File: src/rtl/c_adder_tree_acc_if.sv
// c_adder_tree_acc_if: beat-input and packet-result handshake bundle for c_adder_tree_acc
// Signals:
//   in_valid/in_ready/in_last - beat handshake and end-of-packet tag
//   c0/c1                     - per-element LSBs and sign bits, element = c0 - 2*c1
//   out_valid/out_ready       - packet-result handshake
//   out_sum/out_ovf           - saturated packet total and sticky saturation flag
// Modports: master drives beats and consumes results, slave is the adder tree.
interface c_adder_tree_acc_if #(
    parameter int N_ELEM = 32,
    parameter int ACC_W  = 16
);
    logic                    in_valid;
    logic                    in_ready;
    logic                    in_last;
    logic [N_ELEM-1:0]       c0;
    logic [N_ELEM-1:0]       c1;
    logic                    out_valid;
    logic                    out_ready;
    logic signed [ACC_W-1:0] out_sum;
    logic                    out_ovf;
    modport master (
        output in_valid, in_last, c0, c1, out_ready,
        input  in_ready, out_valid, out_sum, out_ovf
    );
    modport slave (
        input  in_valid, in_last, c0, c1, out_ready,
        output in_ready, out_valid, out_sum, out_ovf
    );
endinterface

File: src/rtl/c_adder_tree_acc.sv
// c_adder_tree_acc: pipelined signed 2-bit adder tree with saturating per-packet accumulator
// Ports:
//   clk   - clock
//   rst_n - asynchronous active-low reset, discards in-flight beats and partial packets
//   bus   - slave side of c_adder_tree_acc_if (beat input, packet-result output)
module c_adder_tree_acc #(
    parameter int N_ELEM = 32,
    parameter int ACC_W  = 16
) (
    input logic               clk,
    input logic               rst_n,
    c_adder_tree_acc_if.slave bus
);
    localparam int L      = $clog2(N_ELEM);
    localparam int BEAT_W = L + 2;
    // Tree kept as a heap: node n sums heap[2n] and heap[2n+1]; leaves sit at N_ELEM..2*N_ELEM-1.
    // Registering every internal node gives exactly one register per tree level.
    logic signed [BEAT_W-1:0] node [1:N_ELEM-1];
    logic signed [BEAT_W-1:0] heap [2:2*N_ELEM-1];
    logic [L-1:0]             vld;
    logic [L-1:0]             lst;
    logic                     stall;
    logic signed [ACC_W-1:0]  acc;
    logic signed [ACC_W-1:0]  clamped;
    logic signed [ACC_W:0]    sum;
    logic                     flag;
    logic                     ovf;
    assign stall        = bus.out_valid & ~bus.out_ready;
    assign bus.in_ready = ~stall;
    always_comb begin
        for (int n = 2; n < N_ELEM; n++) heap[n] = node[n];
        for (int i = 0; i < N_ELEM; i++) heap[N_ELEM+i] = {{L{bus.c1[i]}}, bus.c1[i], bus.c0[i]};
    end
    // One guard bit above ACC_W is enough: a single add of two ACC_W-bit signed values cannot overflow it.
    assign sum     = (ACC_W+1)'(acc) + (ACC_W+1)'(node[1]);
    assign ovf     = sum[ACC_W] ^ sum[ACC_W-1];
    assign clamped = ovf ? {sum[ACC_W], {(ACC_W-1){~sum[ACC_W]}}} : sum[ACC_W-1:0];
    always_ff @(posedge clk or negedge rst_n) begin
        if (!rst_n) begin
            for (int n = 1; n < N_ELEM; n++) node[n] <= '0;
            vld           <= '0;
            lst           <= '0;
            acc           <= '0;
            flag          <= 1'b0;
            bus.out_valid <= 1'b0;
            bus.out_sum   <= '0;
            bus.out_ovf   <= 1'b0;
        end else if (!stall) begin
            // Node values are carried at full beat width; pair sums never exceed the beat range.
            for (int n = 1; n < N_ELEM; n++) node[n] <= heap[2*n] + heap[2*n+1];
            vld           <= L'({vld, bus.in_valid});
            lst           <= L'({lst, bus.in_last});
            bus.out_valid <= vld[L-1] & lst[L-1];
            if (vld[L-1]) begin
                acc  <= lst[L-1] ? '0 : clamped;
                flag <= ~lst[L-1] & (flag | ovf);
                if (lst[L-1]) begin
                    bus.out_sum <= clamped;
                    bus.out_ovf <= flag | ovf;
                end
            end
        end
    end
endmodule

File: src/flat_wrapper.sv
// flat-port wrapper written by rule: the top's interface ports become plain ports
module c_adder_tree_acc_flat 
#(
    parameter int N_ELEM = 32,
    parameter int ACC_W  = 16
)
  (clk, rst_n, bus_in_valid, bus_in_last, bus_c0, bus_c1, bus_out_ready, bus_in_ready, bus_out_valid, bus_out_sum, bus_out_ovf);
  c_adder_tree_acc_if #(.N_ELEM(N_ELEM), .ACC_W(ACC_W)) bus_i ();
  input logic clk;
  input logic rst_n;
  input wire logic [$bits(bus_i.in_valid)-1:0] bus_in_valid;
  input wire logic [$bits(bus_i.in_last)-1:0] bus_in_last;
  input wire logic [$bits(bus_i.c0)-1:0] bus_c0;
  input wire logic [$bits(bus_i.c1)-1:0] bus_c1;
  input wire logic [$bits(bus_i.out_ready)-1:0] bus_out_ready;
  output wire logic [$bits(bus_i.in_ready)-1:0] bus_in_ready;
  output wire logic [$bits(bus_i.out_valid)-1:0] bus_out_valid;
  output wire logic [$bits(bus_i.out_sum)-1:0] bus_out_sum;
  output wire logic [$bits(bus_i.out_ovf)-1:0] bus_out_ovf;
  assign bus_i.in_valid = bus_in_valid;
  assign bus_i.in_last = bus_in_last;
  assign bus_i.c0 = bus_c0;
  assign bus_i.c1 = bus_c1;
  assign bus_i.out_ready = bus_out_ready;
  assign bus_in_ready = bus_i.in_ready;
  assign bus_out_valid = bus_i.out_valid;
  assign bus_out_sum = bus_i.out_sum;
  assign bus_out_ovf = bus_i.out_ovf;
  c_adder_tree_acc #(.N_ELEM(N_ELEM), .ACC_W(ACC_W)) u_core (.clk(clk), .rst_n(rst_n), .bus(bus_i));
endmodule
File: config.mk
export PLATFORM = sky130hd
export DESIGN_NAME = c_adder_tree_acc_flat
export DESIGN_NICKNAME = d
export VERILOG_FILES = /design/src/rtl/c_adder_tree_acc_if.sv /design/src/rtl/c_adder_tree_acc.sv /design/src/flat_wrapper.sv
export SDC_FILE = /design/constraint.sdc
export NUM_CORES = 1
export LEC_CHECK = 0
export BUFFER_PORTS_ARGS = -buffer_cell sky130_fd_sc_hd__buf_4
export CORE_ASPECT_RATIO = 1.4
export CORE_MARGIN = 2
export CORE_UTILIZATION = 54
export CTS_BUF_LIST = sky130_fd_sc_hd__clkbuf_2 sky130_fd_sc_hd__clkbuf_4 sky130_fd_sc_hd__clkbuf_8
export DETAILED_ROUTE_END_ITERATION = 10
export PLACE_DENSITY = 0.76
export SKIP_LAST_GASP = 1
export SLEW_MARGIN = 10
export SYNTH_ARGS = -nofsm -noshare
export SYNTH_HDL_FRONTEND = slang
export SYNTH_SLANG_ARGS = --single-unit
export TNS_END_PERCENT = 100
File: constraint.sdc
create_clock -name clk -period 2.64 [get_ports clk]
set_input_delay 0.264 -clock clk [delete_from_list [all_inputs] [get_ports clk]]
set_output_delay 0.264 -clock clk [all_outputs]
set_load 0.02 [all_outputs]
# == Yosys cells after proc, flatten, opt, wreduce, memory -nomap -nowiden ==
# Index checks and enable logic that the tools add are counted.
# word_totals
regBits,262
input_bits,69
# classes
n_addsub,32
n_mux,2
bitwise,9
reduce_logical,2
# op_table
operator,count
adder 7 bit,15
adder 2 x 2 -> 3 bit,16
2-to-1 mux 16 bit,2
adder 16 x 7 -> 17 bit,1
NOT 1 bit,4
bitwise AND 1 bit,3
AND reduction 3 bit,1
AND reduction 2 bit,1
OR 1 bit,1
bitwise XOR 1 bit,1

# == Depth between registers and ports, before layout ==
# logic_depth
word_depth,4
mapped_depth,11

# == Least setup slack after synthesis ==
# Ideal clock, no wire load.
# synth_path
path_type,reg2reg
startpoint,register u_core.acc[0]
endpoint,register u_core.acc[12]
setup_time_ps,77
arrival_ps,2509
required_time_ps,2563
path_slack_ps,54
path_stages_with_launch,12
n_path_buf,1
synth_period_minus_slack_ps,2586
path_cell_list,dfrtp_1 -> ha_1 -> inv_1 -> fa_1 -> nand2b_1 -> a21o_1 -> a311o_1 -> o21a_1 -> nor3_2 -> buf_2 -> o21ai_1 -> a21oi_1
# synth_between
elab_chain_cells,4
word_cells_on_any_way,5
cone_classes,add/sub: 1; mux: 2; bitwise: 2
# synth_rtl
item,line_no,rtl
start: declaration,c_adder_tree_acc.sv:23,logic signed [ACC_W-1:0] acc;
start signal: assignment,c_adder_tree_acc.sv:55,acc <= lst[L-1] ? '0 : clamped;
adder 16 x 7 -> 17 bit *,c_adder_tree_acc.sv:35,assign sum = (ACC_W+1)'(acc) + (ACC_W+1)'(node[1]);
bitwise XOR 1 bit / NOT 1 bit (equally long branches),"c_adder_tree_acc.sv:36, c_adder_tree_acc.sv:37",
2-to-1 mux 16 bit *,c_adder_tree_acc.sv:37,"assign clamped = ovf ? {sum[ACC_W], {(ACC_W-1){~sum[ACC_W]}}} : sum[ACC_W-1:0];"
2-to-1 mux 16 bit *,c_adder_tree_acc.sv:55,
# Mark *: on every way between the ends. The rest lies on a longest branch, timed or not.
# A chain may end at the register's enable or synchronous reset.

# == Worst setup path after layout ==
# layout_path
startpoint,register u_core.node[216] (netlist bit)
endpoint,register u_core.bus.out_sum[11]
# layout_between
elab_chain_cells,3
word_cells_on_any_way,4
cone_classes,add/sub: 1; mux: 1; bitwise: 2
# layout_rtl
item,line_no,rtl
start: declaration,c_adder_tree_acc.sv:18,logic signed [BEAT_W-1:0] node [1:N_ELEM-1];
adder 16 x 7 -> 17 bit *,c_adder_tree_acc.sv:35,
bitwise XOR 1 bit / NOT 1 bit (equally long branches),"c_adder_tree_acc.sv:36, c_adder_tree_acc.sv:37",
2-to-1 mux 16 bit *,c_adder_tree_acc.sv:37,
end signal: assignment,c_adder_tree_acc.sv:58,bus.out_sum <= clamped;
end: declaration,c_adder_tree_acc_if.sv:27,"output in_ready, out_valid, out_sum, out_ovf"
# Marked as above.

==> metrics.cfg <==
[routing]
drtPass1Iterations = 5
routed_via_density = 5.15
drtIter0Drc = 411
drtAntennaViolNets = 0
route.detailed.wl_per_inst_um = 13.8
dr_wl_met3_um = 486
route.detailed.drc = 0
dr_total_vias = 8227
route.top_layer_used = met4
route.final.wire_length_um = 22100
wl_met2_um = 12300
wl_met1_um = 8710

[die]
design.die.area_um2 = 22200
rows = 62
chip_width_um = 127
initial_utilization = 0.552
chipHeight_um = 176
io_pins = 88
core_area_um2 = 20600

[synthesis]
yosys.cell_count.top_type = sky130_fd_sc_hd__nand2_1
yosysSeqAreaShare = 0.419
synth_async_sr_flop_share = 1.00
synth.distinct_cells = 48
yosys.area.top_type_share = 0.419
dominantRegCellSynth = sky130_fd_sc_hd__dfrtp_1
synth_xor_xnor_area_share = 0.0340
compound_cell_area_share_of_the_yosys_netlist = 0.141
synth_top_cells_by_count = sky130_fd_sc_hd__nand2_1 (196), sky130_fd_sc_hd__dfrtp_1 (190), sky130_fd_sc_hd__inv_1 (151)
syn-cell-area_um2 = 11300
synthesis.area_per_instance_um2 = 9.36
synth_seq_cells = 190
synthAdderAreaFrac = 0.221
synth.area.mux_share = 0.00287
yosysTopAreaCell = sky130_fd_sc_hd__dfrtp_1
syn-instance-count = 1212
synth-edff-count = 0
synth_top_family_by_area = adder cells
synth_simple_gate_area_frac = 0.116
syn_nets = 1443
synth_top_cells_by_area = sky130_fd_sc_hd__dfrtp_1 (42%), sky130_fd_sc_hd__fa_1 (11%), sky130_fd_sc_hd__ha_1 (11%)
yosys_warnings = 0

[status]
failed_checks = setup timing
run_status = finished with violations

[power_and_ir_drop]
design_power_total_uw = 18900
vdd_drop_max_mv = 0.663
power-per-cell-area_nw_per_um2 = 1420
power_leakage_uw = 0.00667

[timing]
grt_setup_unrepaired = yes
timing.final.setup_violations = 1
layout_worst_path_cycle_share = 1.00
hold_viol = 0
fin_worst_skew_ns = 0.0166
max_clock_freq_mhz = 378
fin_crit_ns = 2.64
timing.setup.tns_ns = -0.00269
max_slew.worst_pin.slew_ns = 0.746
final-max-slew-violation-count = 0
timing.max_slew.rel_slack = 0.502
layout_setup_ws_ns = -0.00269

[worst_setup_path]
cp.buffers_inverters = 1
ff2ff_path_depth = 8
cp_slowest_stage_delay_ns = 0.59
worst_path_dominant_cell_family = compound AO/OA/AOI/OAI gates
r2r-end = u_core.bus.out_sum[11]
crit_fanout = 8
timing.critical_path.to_type = flop
crit_required_ns = 3.00
start_kind = flop
slowest_stage = sky130_fd_sc_hd__dfrtp_4
worstSetupPathType = reg2reg
timing.critical_path.arrival_ns = 3.00
timing.critical_path.cells = buf_6, ha_4, a211o_1, o211a_1, or3_4, a21oi_4, o21ai_2, mux2_4
rr_startpoint = u_core.node[216]
r2r_slack_ns = -0.003

[clocking]
clk-insertion-delay-late_ns = 0.47
cts-root-buf = sky130_fd_sc_hd__clkbuf_8
htree_levels = 4
cts_tree = yes
numCtsBuffers = 17
clock_sink_count = 190
clk_pin_slew_ns = 0.10
longest_clk_path_bufs = 2

[cells_and_area]
antenna_cells_inserted = 0
num-nets-final = 1561
share_of_final_layout_standard_cells_stronger_than_drive_strength_1 = 0.162
fillCellCount = 1676
area_growth_pct = 17.4

[grt]
grt_start_max_net_pins = 67
grt_remaining_overflow = 0
grt.total_usage = 0.210
first_pass_grt_wire_length_um = 37900
antenna_found_initial = 0
number_of_global_route_vias_before_repair = 8560

[min_path]
timing.hold.worst_path_depth = 4
holdCritPathClass = in2reg
worst_hold_startpoint = bus_c0[9]
whs_endpoint = u_core.heap[301]

[placement]
port_buffers = 87
place_congestion = 0.910
place_hpwl_um = 16400
pre_cts_slack_ns = -0.131

[flow_run]
max-cap-violations = 0

==> layout by cell type (no fill, tap or decap), types with 3 or more instances in the layout <==
| cell type | count |
|---|---|
| sky130_fd_sc_hd__nand3_1 | 4 |
| sky130_fd_sc_hd__o21ai_0 | 54 |
| sky130_fd_sc_hd__a21oi_1 | 122 |
| sky130_fd_sc_hd__inv_6 | 6 |
| sky130_fd_sc_hd__ha_1 | 87 |
| sky130_fd_sc_hd__a31oi_1 | 16 |
| sky130_fd_sc_hd__xor2_1 | 18 |
| sky130_fd_sc_hd__fa_1 | 63 |
| sky130_fd_sc_hd__nand2b_1 | 3 |
| sky130_fd_sc_hd__a21oi_4 | 3 |
| sky130_fd_sc_hd__o21bai_1 | 14 |
| sky130_fd_sc_hd__o21a_1 | 5 |
| sky130_fd_sc_hd__nand2_1 | 195 |
| sky130_fd_sc_hd__dfrtp_1 | 189 |
| sky130_fd_sc_hd__a21o_1 | 14 |
| sky130_fd_sc_hd__buf_4 | 132 |
| sky130_fd_sc_hd__a21oi_2 | 4 |
| sky130_fd_sc_hd__inv_1 | 150 |
| sky130_fd_sc_hd__ha_4 | 9 |
| sky130_fd_sc_hd__buf_12 | 3 |
| sky130_fd_sc_hd__clkinv_2 | 3 |
| sky130_fd_sc_hd__nor2_1 | 115 |
| sky130_fd_sc_hd__dlygate4sd3_1 | 3 |
| sky130_fd_sc_hd__buf_6 | 6 |
| sky130_fd_sc_hd__xnor2_1 | 26 |
| sky130_fd_sc_hd__o21ai_1 | 23 |
| sky130_fd_sc_hd__o21ai_2 | 3 |
| sky130_fd_sc_hd__clkbuf_8 | 20 |
| sky130_fd_sc_hd__nor3_1 | 3 |
==> per-stage QoR <==
stage	utilization	cell area, um^2	hold slack, ns	std cells
global placement	0.611	12600	0.215	1556
global route	0.648	13300	0.0927	1599
finish	0.648	13300	0.0977	1599
floorplan	-	11300	-0.0316	1212
CTS	0.635	13000	0.0750	1593
detailed placement	0.611	12600	0.214	1556
==> sequential cells by signal, indices dropped and copies added (netlist names) <==
| signal | flops |
|---|---|
| u_core.bus.out_valid | 1 |
| u_core.heap | 138 |
| u_core.lst | 5 |
| u_core.acc | 16 |
| u_core.node | 7 |
| u_core.vld | 5 |
| u_core.flag | 1 |
| u_core.bus.out_ovf | 1 |
| u_core.bus.out_sum | 16 |
==> what timing repair did <==
| action | CTS | global route |
|---|---|---|
| pin swaps | 7 | 23 |
| hold buffers | 3 | 0 |
| endpoints found under the setup margin | 32 | 31 |
| endpoints found under the hold margin | 42 | 0 |
| buffers inserted | 2 | 7 |
| gates resized for setup | 8 | 44 |
==> worst max path at each step <==
stage               cells past startpoint        startpoint  slack [ns]                endpoint
floorplan                              11     u_core.acc[0]        0.05          u_core.acc[12]
global placement                       11     u_core.acc[0]       -0.07           u_core.acc[6]
detailed placement                     11     u_core.acc[0]       -0.13           u_core.acc[7]
CTS                                     9  u_core.node[216]      0.0009          u_core.acc[10]
global route                            8  u_core.node[216]       -0.08  u_core.bus.out_sum[11]
finish                                  8  u_core.node[216]      -0.003  u_core.bus.out_sum[11]
==> worst min-delay path, stage by stage <==
cell                      delay, ns
sky130_fd_sc_hd__buf_4         0.08
sky130_fd_sc_hd__ha_1          0.11
sky130_fd_sc_hd__nand2_1       0.04
sky130_fd_sc_hd__nand2_1       0.05
==> cells by family after synthesis <==
group	after synthesis
adders and majority gates	162
buffers and inverters	198
AOI/OAI and AO/OA	281
xor gates and xnor gates	44
and+or+nand+nor	334
DFF	190
muxes	3
==> power breakdown <==
part / switching, uW / internal, uW
Combinational: 6190 / 5400
Sequential: 975 / 4330
Clock: 1060 / 912
==> per-layer routing <==
metal / GRT usage / vias up
met5: 0 / -
met4: 0.0723 / 0
met3: 0.0314 / 46
met2: 0.403 / 116
met1: 0.232 / 3941
li1: - / 4124
==> final cells by class <==
type                    count  area, um^2  area share
multi-input cells         824        6090       0.458
repair buffers            145        1160      0.0873
inverters                 152         576      0.0432
clock inverters            13         148      0.0111
flip-flops and latches    190        4760       0.357
clock buffers              19         262      0.0196
well taps                 256         320      0.0240
(Power assumes the default switching activity.)
